==> src/rtl/cdb_pkg.sv <==
// Shared constants and helpers for the Common Data Bus arbiter.
package cdb_pkg;

  localparam int TAG_W  = 6;
  localparam int DATA_W = 32;

  // Tag value meaning "consume the result but do not broadcast it".
  localparam logic [TAG_W-1:0] INVALID_TAG = 6'b010000;

  function automatic int rr_next(input int idx, input int n);
    return (idx + 1 >= n) ? 0 : idx + 1;
  endfunction

endpackage

==> src/rtl/cdb_arbiter_if.sv <==
// Requester and CDB broadcast signals for cdb_arbiter.
interface cdb_arbiter_if import cdb_pkg::*; #(
  parameter int N_REQ  = 4,
  parameter int TAG_W  = cdb_pkg::TAG_W,
  parameter int DATA_W = cdb_pkg::DATA_W
);

  // Handshake: requester i drives req_valid[i] with its tag/data slice held
  // stable; the result is consumed at the rising edge where req_valid[i] and
  // req_ready[i] are both 1. Valid may drop without ready. req_ready is
  // combinational and only ever asserted for a valid requester.
  logic [N_REQ-1:0]        req_valid;
  logic [N_REQ*TAG_W-1:0]  req_rob;
  logic [N_REQ*DATA_W-1:0] req_data;
  logic [N_REQ-1:0]        req_ready;

  logic                    CDBiscast;
  logic [TAG_W-1:0]        CDBrobNum;
  logic [DATA_W-1:0]       CDBdata;
  logic                    CDBiscast2;
  logic [TAG_W-1:0]        CDBrobNum2;
  logic [DATA_W-1:0]       CDBdata2;

  modport master (
    input  req_valid, req_rob, req_data,
    output req_ready,
    output CDBiscast, CDBrobNum, CDBdata,
    output CDBiscast2, CDBrobNum2, CDBdata2
  );

  modport slave (
    output req_valid, req_rob, req_data,
    input  req_ready,
    input  CDBiscast, CDBrobNum, CDBdata,
    input  CDBiscast2, CDBrobNum2, CDBdata2
  );

endinterface

==> src/rtl/cdb_arbiter_rr_pick2.sv <==
// Round-robin picker: up to two valid requesters, scanned from rr_ptr.
module rr_pick2 import cdb_pkg::*; #(
  parameter int N_REQ = 4
) (
  input  logic [N_REQ-1:0]         valid,
  input  logic [$clog2(N_REQ)-1:0] rr_ptr,
  input  logic                     free0,
  input  logic                     free1,
  output logic [$clog2(N_REQ)-1:0] first_idx,
  output logic                     first_hit,
  output logic [$clog2(N_REQ)-1:0] second_idx,
  output logic                     second_hit
);

  localparam int IDX_W = $clog2(N_REQ);

  always_comb begin
    int                 j;
    logic [IDX_W-1:0]   jj;
    first_idx  = '0;
    first_hit  = 1'b0;
    second_idx = '0;
    second_hit = 1'b0;
    j          = 0;
    jj         = '0;
    for (int k = 0; k < N_REQ; k++) begin
      j = int'(rr_ptr) + k;
      if (j >= N_REQ) j = j - N_REQ;
      jj = IDX_W'(j);
      if (valid[jj]) begin
        // A second grant needs both ports free; a first needs either one.
        if (!first_hit && (free0 || free1)) begin
          first_hit = 1'b1;
          first_idx = jj;
        end else if (first_hit && !second_hit && free0 && free1) begin
          second_hit = 1'b1;
          second_idx = jj;
        end
      end
    end
  end

endmodule

==> src/rtl/cdb_arbiter.sv <==
// CDB arbiter: round-robin sharing of the two broadcast ports among N_REQ
// producers. Define CDB_DUAL_EN to enable port 1; otherwise only port 0 grants.
module cdb_arbiter import cdb_pkg::*; #(
  parameter int N_REQ  = 4,
  parameter int TAG_W  = cdb_pkg::TAG_W,
  parameter int DATA_W = cdb_pkg::DATA_W
) (
  input  logic                     clock,
  input  logic                     reset,
  input  logic                     flush,
  cdb_arbiter_if.master            bus,
  output logic [$clog2(N_REQ)-1:0] rr_ptr
);

  localparam int IDX_W = $clog2(N_REQ);
`ifdef CDB_DUAL_EN
  localparam int N_PORT = 2;
`else
  localparam int N_PORT = 1;
`endif
  localparam logic [TAG_W-1:0] NO_TAG = TAG_W'(INVALID_TAG);

  logic [N_PORT-1:0] iscast_q;
  logic [TAG_W-1:0]  rob_q  [N_PORT];
  logic [DATA_W-1:0] data_q [N_PORT];

  logic [TAG_W-1:0]  rob_in  [N_REQ];
  logic [DATA_W-1:0] data_in [N_REQ];

  always_comb begin
    for (int i = 0; i < N_REQ; i++) begin
      rob_in[i]  = bus.req_rob[i*TAG_W +: TAG_W];
      data_in[i] = bus.req_data[i*DATA_W +: DATA_W];
    end
  end

  // Flush suppresses every grant in its cycle.
  logic [N_REQ-1:0] valid_g;
  assign valid_g = flush ? '0 : bus.req_valid;

  // A port that pulsed last cycle cools down for one cycle.
  logic free0, free1;
  assign free0 = ~iscast_q[0];
`ifdef CDB_DUAL_EN
  assign free1 = ~iscast_q[1];
`else
  assign free1 = 1'b0;
`endif

  logic [IDX_W-1:0] first_idx, second_idx;
  logic             first_hit, second_hit;

  rr_pick2 #(.N_REQ(N_REQ)) u_pick (
    .valid      (valid_g),
    .rr_ptr     (rr_ptr),
    .free0      (free0),
    .free1      (free1),
    .first_idx  (first_idx),
    .first_hit  (first_hit),
    .second_idx (second_idx),
    .second_hit (second_hit)
  );

  // First pick takes the lowest free port; the second takes port 1.
  logic [N_PORT-1:0] g_hit;
  logic [IDX_W-1:0]  g_idx [N_PORT];

  always_comb begin
    g_hit    = '0;
    g_idx[0] = first_idx;
    g_hit[0] = first_hit && free0;
`ifdef CDB_DUAL_EN
    g_hit[1] = (first_hit && !free0) || second_hit;
    g_idx[1] = free0 ? second_idx : first_idx;
`endif
  end

  always_comb begin
    bus.req_ready = '0;
    for (int p = 0; p < N_PORT; p++) begin
      if (g_hit[p]) bus.req_ready[g_idx[p]] = 1'b1;
    end
  end

  logic [IDX_W-1:0] last_idx;
  assign last_idx = second_hit ? second_idx : first_idx;

  always_ff @(posedge clock or posedge reset) begin
    if (reset) begin
      iscast_q <= '0;
      rr_ptr   <= '0;
      for (int p = 0; p < N_PORT; p++) begin
        rob_q[p]  <= NO_TAG;
        data_q[p] <= '0;
      end
    end else begin
      for (int p = 0; p < N_PORT; p++) begin
        iscast_q[p] <= 1'b0;
        // Invalid-tag results are consumed silently; the port stays free.
        if (g_hit[p] && (rob_in[g_idx[p]] != NO_TAG)) begin
          iscast_q[p] <= 1'b1;
          rob_q[p]    <= rob_in[g_idx[p]];
          data_q[p]   <= data_in[g_idx[p]];
        end
      end
      if (first_hit) rr_ptr <= IDX_W'(rr_next(int'(last_idx), N_REQ));
    end
  end

  // A pulse already registered is still cancelled by a flush in its cycle.
  assign bus.CDBiscast = iscast_q[0] & ~flush;
  assign bus.CDBrobNum = rob_q[0];
  assign bus.CDBdata   = data_q[0];
`ifdef CDB_DUAL_EN
  assign bus.CDBiscast2 = iscast_q[1] & ~flush;
  assign bus.CDBrobNum2 = rob_q[1];
  assign bus.CDBdata2   = data_q[1];
`else
  assign bus.CDBiscast2 = 1'b0;
  assign bus.CDBrobNum2 = NO_TAG;
  assign bus.CDBdata2   = '0;
`endif

endmodule

==> src/flat_wrapper.sv <==
// flat-port wrapper written by rule: the top's interface ports become plain ports
module cdb_arbiter_flat import cdb_pkg::*;
#(
  parameter int N_REQ  = 4,
  parameter int TAG_W  = cdb_pkg::TAG_W,
  parameter int DATA_W = cdb_pkg::DATA_W
)
  (clock, reset, flush, rr_ptr, bus_req_valid, bus_req_rob, bus_req_data, bus_req_ready, bus_CDBiscast, bus_CDBrobNum, bus_CDBdata, bus_CDBiscast2, bus_CDBrobNum2, bus_CDBdata2);
  cdb_arbiter_if #(.N_REQ(N_REQ), .TAG_W(TAG_W), .DATA_W(DATA_W)) bus_i ();
  input  logic clock;
  input  logic reset;
  input  logic flush;
  output logic [$clog2(N_REQ)-1:0] rr_ptr;
  input wire logic [$bits(bus_i.req_valid)-1:0] bus_req_valid;
  input wire logic [$bits(bus_i.req_rob)-1:0] bus_req_rob;
  input wire logic [$bits(bus_i.req_data)-1:0] bus_req_data;
  output wire logic [$bits(bus_i.req_ready)-1:0] bus_req_ready;
  output wire logic [$bits(bus_i.CDBiscast)-1:0] bus_CDBiscast;
  output wire logic [$bits(bus_i.CDBrobNum)-1:0] bus_CDBrobNum;
  output wire logic [$bits(bus_i.CDBdata)-1:0] bus_CDBdata;
  output wire logic [$bits(bus_i.CDBiscast2)-1:0] bus_CDBiscast2;
  output wire logic [$bits(bus_i.CDBrobNum2)-1:0] bus_CDBrobNum2;
  output wire logic [$bits(bus_i.CDBdata2)-1:0] bus_CDBdata2;
  assign bus_i.req_valid = bus_req_valid;
  assign bus_i.req_rob = bus_req_rob;
  assign bus_i.req_data = bus_req_data;
  assign bus_req_ready = bus_i.req_ready;
  assign bus_CDBiscast = bus_i.CDBiscast;
  assign bus_CDBrobNum = bus_i.CDBrobNum;
  assign bus_CDBdata = bus_i.CDBdata;
  assign bus_CDBiscast2 = bus_i.CDBiscast2;
  assign bus_CDBrobNum2 = bus_i.CDBrobNum2;
  assign bus_CDBdata2 = bus_i.CDBdata2;
  cdb_arbiter #(.N_REQ(N_REQ), .TAG_W(TAG_W), .DATA_W(DATA_W)) u_core (.clock(clock), .reset(reset), .flush(flush), .bus(bus_i), .rr_ptr(rr_ptr));
endmodule
==> config.mk <==
export PLATFORM = sky130hd
export DESIGN_NAME = cdb_arbiter_flat
export DESIGN_NICKNAME = d
export VERILOG_FILES = /design/src/rtl/cdb_pkg.sv /design/src/rtl/cdb_arbiter_if.sv /design/src/rtl/cdb_arbiter_rr_pick2.sv /design/src/rtl/cdb_arbiter.sv /design/src/flat_wrapper.sv
export SDC_FILE = /design/constraint.sdc
export NUM_CORES = 1
export LEC_CHECK = 0
export ABC_AREA = 1
export CORE_ASPECT_RATIO = 0.7
export CORE_MARGIN = 4
export CORE_UTILIZATION = 36
export DETAILED_ROUTE_END_ITERATION = 8
export GPL_TIMING_DRIVEN = 0
export PLACE_DENSITY = 0.82
export SETUP_SLACK_MARGIN = 0.02
export SLEW_MARGIN = 20
export SYNTH_ARGS = -nofsm -noshare
export SYNTH_HDL_FRONTEND = slang
export SYNTH_SLANG_ARGS = --single-unit
==> constraint.sdc <==
create_clock -name clock -period 3.07 [get_ports clock]
set_clock_uncertainty 0.15 [all_clocks]
set_input_delay 0.614 -clock clock [delete_from_list [all_inputs] [get_ports clock]]
set_output_delay 0.614 -clock clock [all_outputs]
set_load 0.02 [all_outputs]
* Word-level counts from Yosys, hierarchy flattened *
Index checks and enable logic that the tools add are counted.

storage, ports and cells
  bits in registers = 41
  bits of input ports = 159
  word-level logic and storage cells = 78

operators by class
  $add $sub $neg = 8
  $lt $le $gt $ge = 12
  equal/unequal tests = 1
  mux-type cells = 40
  bitwise operators = 4
  reduce and logical (&&, ||, !) cells = 9

operators by type and width
  kind                 count
  $bmux 32 s2          1
  $mux 32              2
  $mux 2               13
  $ge 3x3->1 const B   5
  $lt 2x3->1 const B   5
  $mux 1               14
  $bmux 6 s2           1
  $mux 6               2
  $bmux 1 s2           4
  $mux 4               2
  $sub 2x1->2 const B  4
  $add 2x1->3 const B  2
  $add 2x2->3 const B  2
  $logic_and 1x1->1    6
  $ne 6x5->1 const B   1
  $ge 2x3->1 const B   1
  $logic_not 1->1      3
  $not 2->3            1
  $demux 1 s2          1
  $ge 2x1->1 const B   1
  $not 1->1            2
  $and 1x1->1          1

* Logic depth before layout (Yosys ltp) *
  word-level depth = 24
  depth in mapped cells = 21

* By module *
From an unflattened synthesis, not the netlist that was laid out.

second synthesis, totals
  cell total of the unflattened synthesis = 559
  area total of the unflattened synthesis = 3,507.1 µm²

modules (own cells, without submodules)
  module       times used  cells each  area each (µm²)
  cdb_arbiter  1           480         3,084.2
  rr_pick2     1           79          422.9

* Least setup slack after synthesis *
Ideal clock, no wire load.

  path type = input-to-output
  from = input port flush
  to = output port bus_req_ready[0]
  arrival time = 2,468 ps
  data required time = 2,306 ps
  slack = -162 ps
  stages = 15
  path buffers = 3
  cells stage by stage = inv_2 > nand3_1 > nand2_1 > nand2_1 > nand2_2 > nor2_2 > nand2_1 > nand3_2 > nand2_4 > buf_6 > buf_2 > buf_1 > ha_1 > inv_1 > nor2_1

between the ends
  cells in the longest elaborated chain, start to end = 21

RTL lines
  item                                                            line                        RTL
  start, declared                                                 flat_wrapper.sv:12          input logic flush;
  $mux 4 *                                                        cdb_arbiter.sv:39           assign valid_g = flush ? '0 : bus.req_valid;
  $bmux 1 s2                                                      cdb_arbiter_rr_pick2.sv:30  if (valid[jj]) begin
  $mux 1 (implied by the code)                                    cdb_arbiter_rr_pick2.sv:30
  $mux 1                                                          cdb_arbiter_rr_pick2.sv:30
  $logic_not 1->1                                                 cdb_arbiter_rr_pick2.sv:32  if (!first_hit && (free0 || free1)) begin
  $logic_and 1x1->1                                               cdb_arbiter_rr_pick2.sv:32
  $mux 1                                                          cdb_arbiter_rr_pick2.sv:32
  $mux 1                                                          cdb_arbiter_rr_pick2.sv:30
  [5 not listed]                                                  -
  $logic_and 1x1->1                                               cdb_arbiter_rr_pick2.sv:32
  $mux 2                                                          cdb_arbiter_rr_pick2.sv:32
  $mux 2                                                          cdb_arbiter_rr_pick2.sv:30
  $lt 2x3->1 (implied by the code) or $ge 2x1->1 (tied branches)  cdb_arbiter.sv:81           if (g_hit[p]) bus.req_ready[g_idx[p]] = 1'b1;
  $logic_and 1x1->1 (implied by the code)                         cdb_arbiter.sv:81
  $mux 1 (implied by the code)                                    cdb_arbiter.sv:81
  $demux 1 s2                                                     cdb_arbiter.sv:81
  $mux 4 *                                                        cdb_arbiter.sv:81
  end, declared                                                   flat_wrapper.sv:17          output wire logic [$bits(bus_i.req_ready)-1:0] bus_req_ready;

Mark *: on every way between the ends. The rest lies on a longest branch, timed or not. The select of a mux whose other input is x is not followed.

* Worst setup path in the final report *
  from = input port bus_req_valid[1]
  to = output port bus_req_ready[3]

between the ends
  cells in the longest elaborated chain, start to end = 21

RTL lines
  item                                                            line                        RTL
  start, declared                                                 flat_wrapper.sv:14          input wire logic [$bits(bus_i.req_valid)-1:0] bus_req_valid;
  $mux 4 *                                                        cdb_arbiter.sv:39
  $bmux 1 s2                                                      cdb_arbiter_rr_pick2.sv:30
  $mux 1 (implied by the code)                                    cdb_arbiter_rr_pick2.sv:30
  $mux 1                                                          cdb_arbiter_rr_pick2.sv:30
  $logic_not 1->1                                                 cdb_arbiter_rr_pick2.sv:32
  $logic_and 1x1->1                                               cdb_arbiter_rr_pick2.sv:32
  $mux 1                                                          cdb_arbiter_rr_pick2.sv:32
  $mux 1                                                          cdb_arbiter_rr_pick2.sv:30
  [5 not listed]                                                  -
  $logic_and 1x1->1                                               cdb_arbiter_rr_pick2.sv:32
  $mux 2                                                          cdb_arbiter_rr_pick2.sv:32
  $mux 2                                                          cdb_arbiter_rr_pick2.sv:30
  $lt 2x3->1 (implied by the code) or $ge 2x1->1 (tied branches)  cdb_arbiter.sv:81
  $logic_and 1x1->1 (implied by the code)                         cdb_arbiter.sv:81
  $mux 1 (implied by the code)                                    cdb_arbiter.sv:81
  $demux 1 s2                                                     cdb_arbiter.sv:81
  $mux 4 *                                                        cdb_arbiter.sv:81

Marks and branches as above.

==> summary.md <==
| Metric | Value |
|---|---|
| DR vias/cell | 5.11 |
| Layout cell share with drive strength beyond 1 | 0.212 |
| Fin cells | 936 |
| Synth top area cells | dfrtp_1 (28%), nand2_1 (12%), nand3_1 (9.4%) |
| Global Route Usage Sum | 0.259 |
| Clock Sink Count | 41 |
| Antenna Nets Post-Route | 0 |
| N_diodes | 0 |
| Deepest clock path buffer count | 2 |
| Reg2Reg Depth | 21 |
| Buffers on Ports | 203 |
| Syn Inst Count | 535 |
| Worst vdd ir | 462 uV |
| Crit path time final | 3310 ps |
| Post-synth top area share | 0.283 |
| Hold WC Path Type | flip-flop to flip-flop |
| Critical Path AT | 2540 ps |
| Die area | 11,500 sq um |
| Violated checks | setup timing |
| First DRT Iteration DRCs | 260 |
| Clock-pin slew of the registers on the worst-case setup and hold paths | 60 ps |
| Core area | 9330 sq um |
| Static leakage | 3.07 nW |
| Ports | 243 |
| CTS tree | done |
| Final setup viols | 15 |
| Worst R2R Setup Slack | 40 ps |
| Hold depth | 2 |
| Async S/R FF share, synth | 1.00 |
| Clock latency on the worst-skew pair | 280 ps |
| Fin. max-slew vios | 0 |
| Chip height | 90.9 um |
| First-pass GRT wire length | 24,200 um |
| Post-Syn Area | 3530 sq um |
| Initial antenna violation count | 0 |
| Final worst slack | -239 ps |
| P&R area growth vs syn | 86.7% |
| Syn Area/Cell | 6.60 sq um |
| CTS Buf Count | 5 |
| Post-route DRC violation count | 0 |
| Worst setup SP type | primary input |
| Worst slew margin | 0.622 |
| Cells after DPL | 900 |
| Yosys cell types | 29 |
| Post-cts hold buffer count | 0 |
| Chip width | 126 um |
| Tcrit/Tclk final | 1.08 |
| Vias in the first global route | 4,639 |
| Crit end category | output port |
| Main synth FF type | dfrtp_1 |
| Grt ovf | 0 |
| Fin. Hold Viols | 0 |
| Critical path type | primary input to output port |
| First drt pass iteration count | 6 |
| Wire per inst | 17.2 um |
| Critical path fanouts, max | 3 |
| Hold EP | u_core.bus.CDBrobNum[4] |
| FF-to-FF End | u_core.bus.CDBdata[4] |
| Vias post-DR | 4,779 |
| Setup WS pre-CTS | -1440 ps |
| Sequential fraction of the synthesis area | 0.291 |
| Req. time, crit path | 2310 ps |
| Final WL | 16,100 um |
| Max Cap Viol | 0 |
| Critical R2R Launch | u_core.rr_ptr[0] |
| Largest net degree at the start of global routing | 24 |
| Seq cells post-synth | 41 |
| RSZ-0062 raised after global routing | true |
| GP Congestion | 0.917 |
| Initial Utilization | 0.379 |
| EDFF count, synth | 0 |
| PwrDens | 1170 nW/um^2 |
| Actual slew at the worst max-slew pin | 568 ps |
| Layout net count | 974 |
| Status | finished, violations left |
| Post-DP HPWL | 11,400 um |
| YS warnings | 0 |
| Yosys top cell by area | dfrtp_1 |
| CTS root buffer | clkbuf_16 |
| Fmax | 0.302 GHz |
| Min-delay src | u_core.bus.CDBrobNum[4] |
| Std-Cell Rows | 29 |
| # H-tree levels | 2 |
==> worst max-delay path by stage <==
stage                           startpoint               end  slack [ps]  cells past startpoint
final                     bus_req_valid[1]  bus_req_ready[3]        -240                     16
after global routing      bus_req_valid[1]  bus_req_ready[3]        -290                     16
after CTS                 u_core.rr_ptr[0]  bus_req_ready[3]          10                     17
after detailed placement             flush  bus_req_ready[1]       -1440                     16
after global placement               flush  bus_req_ready[3]       -1360                     16
after floorplan                      flush  bus_req_ready[1]          30                     15
==> Yosys cell counts (2+ instances only) <==
library cell    n
nand3b_1        5
buf_6           6
dfrtp_1        40
nor2_1         72
buf_2          10
nand2_1       113
nand3_2         7
nor2_2          5
inv_2           3
ha_1            4
nand3_1        66
o21ai_0        65
nand4_1         2
o22ai_1        32
buf_4          40
nand2_2        11
clkbuf_1       18
inv_1          24
conb_1          2
==> cell families (layout without fill, tap and decap cells) <==
family	Yosys count	count (layout)	synth area share
buffers and inverters	105	345	0.176
other	2	39	0.00213
and+or+nand+nor	284	284	0.364
AOI/OAI and AO/OA	99	99	0.153
adders and majority gates	4	4	0.0142
DFF	41	41	0.291
==> sequential cells by signal, indices dropped and copies added, names as in the netlist <==
name and cells:
u_core.bus.CDBdata 32, u_core.rr_ptr 2, u_core.iscast_q 1, u_core.bus.CDBrobNum 6
==> cells in the final DEF (no fill, tap or decap), drive strengths merged <==
cell type / count
inv: 27
nand3b: 5
buf: 90
conb: 39
nand3: 74
o22ai: 32
nand4: 2
nand2: 125
clkdlybuf4s15: 2
ha: 4
clkinv: 3
o21ai: 65
clkdlybuf4s50: 194
clkbuf: 27
a21oi: 2
dfstp: 1
dlygate4sd2: 2
dfrtp: 40
nor2: 78
==> cell type report <==
cell class | count | area [sq um]
clock inverter | 1 | 5.00
fill | 719 | 2730
timing repair buffer | 233 | 2280
tap | 124 | 155
sequential | 41 | 1030
multi-input combinational | 426 | 2250
clock buffer | 7 | 153
inverter | 29 | 134
buffer | 75 | 594
==> worst max-delay path, stage by stage <==
cell,delay [ps]
dlygate4sd2_1,380
nand3_4,140
nand2_2,100
nand2_1,100
nand2_2,90
nor2_2,50
nand3_1,90
nand2_2,80
nor2_4,170
inv_2,60
buf_6,130
clkbuf_16,150
ha_4,150
inv_2,60
nor2_4,30
buf_6,130
==> where the power goes <==
| part | switching (mW) | internal (mW) | leakage, nW |
|---|---|---|---|
| Sequential | 0.183 | 0.857 | 0.497 |
| Clock | 0.223 | 0.345 | 0.0799 |
| Combinational | 3.58 | 2.56 | 2.49 |
| Total | 3.98 | 3.76 | 3.07 |
==> stage by stage <==
| stage | TNS, ps | util | hold slack (ps) | total power, mW | instance area [sq um] |
|---|---|---|---|---|---|
| after floorplan | 0 | - | 344 | 4.41 | 3690 |
| after global placement | -16020 | 0.630 | 302 | 6.03 | 5880 |
| after detailed placement | -20470 | 0.633 | 307 | 6.17 | 5910 |
| after CTS | 0 | 0.693 | 315 | 7.44 | 6460 |
| after global routing | -4570 | 0.707 | 322 | 8.35 | 6590 |
| final | -1140 | 0.707 | 318 | 7.74 | 6590 |
==> routing by layer <==
| layer | vias to the layer above | track usage | wire [um] |
|---|---|---|---|
| li1 | 2242 | - | - |
| met2 | 287 | 0.415 | 7490 |
| met5 | - | 0 | 0 |
| met4 | 0 | 0.0759 | 640 |
| met1 | 2184 | 0.337 | 6300 |
| met3 | 66 | 0.0786 | 1640 |
==> what timing repair did <==
item / CTS / global route
gates resized for setup: 91 / 30
pin swaps: 27 / 9
cloned: 1 / 0
setup endpoints to repair: 40 / 42
setup buffers: 22 / 6
No activity file was read; power rests on OpenSTA's default activity.
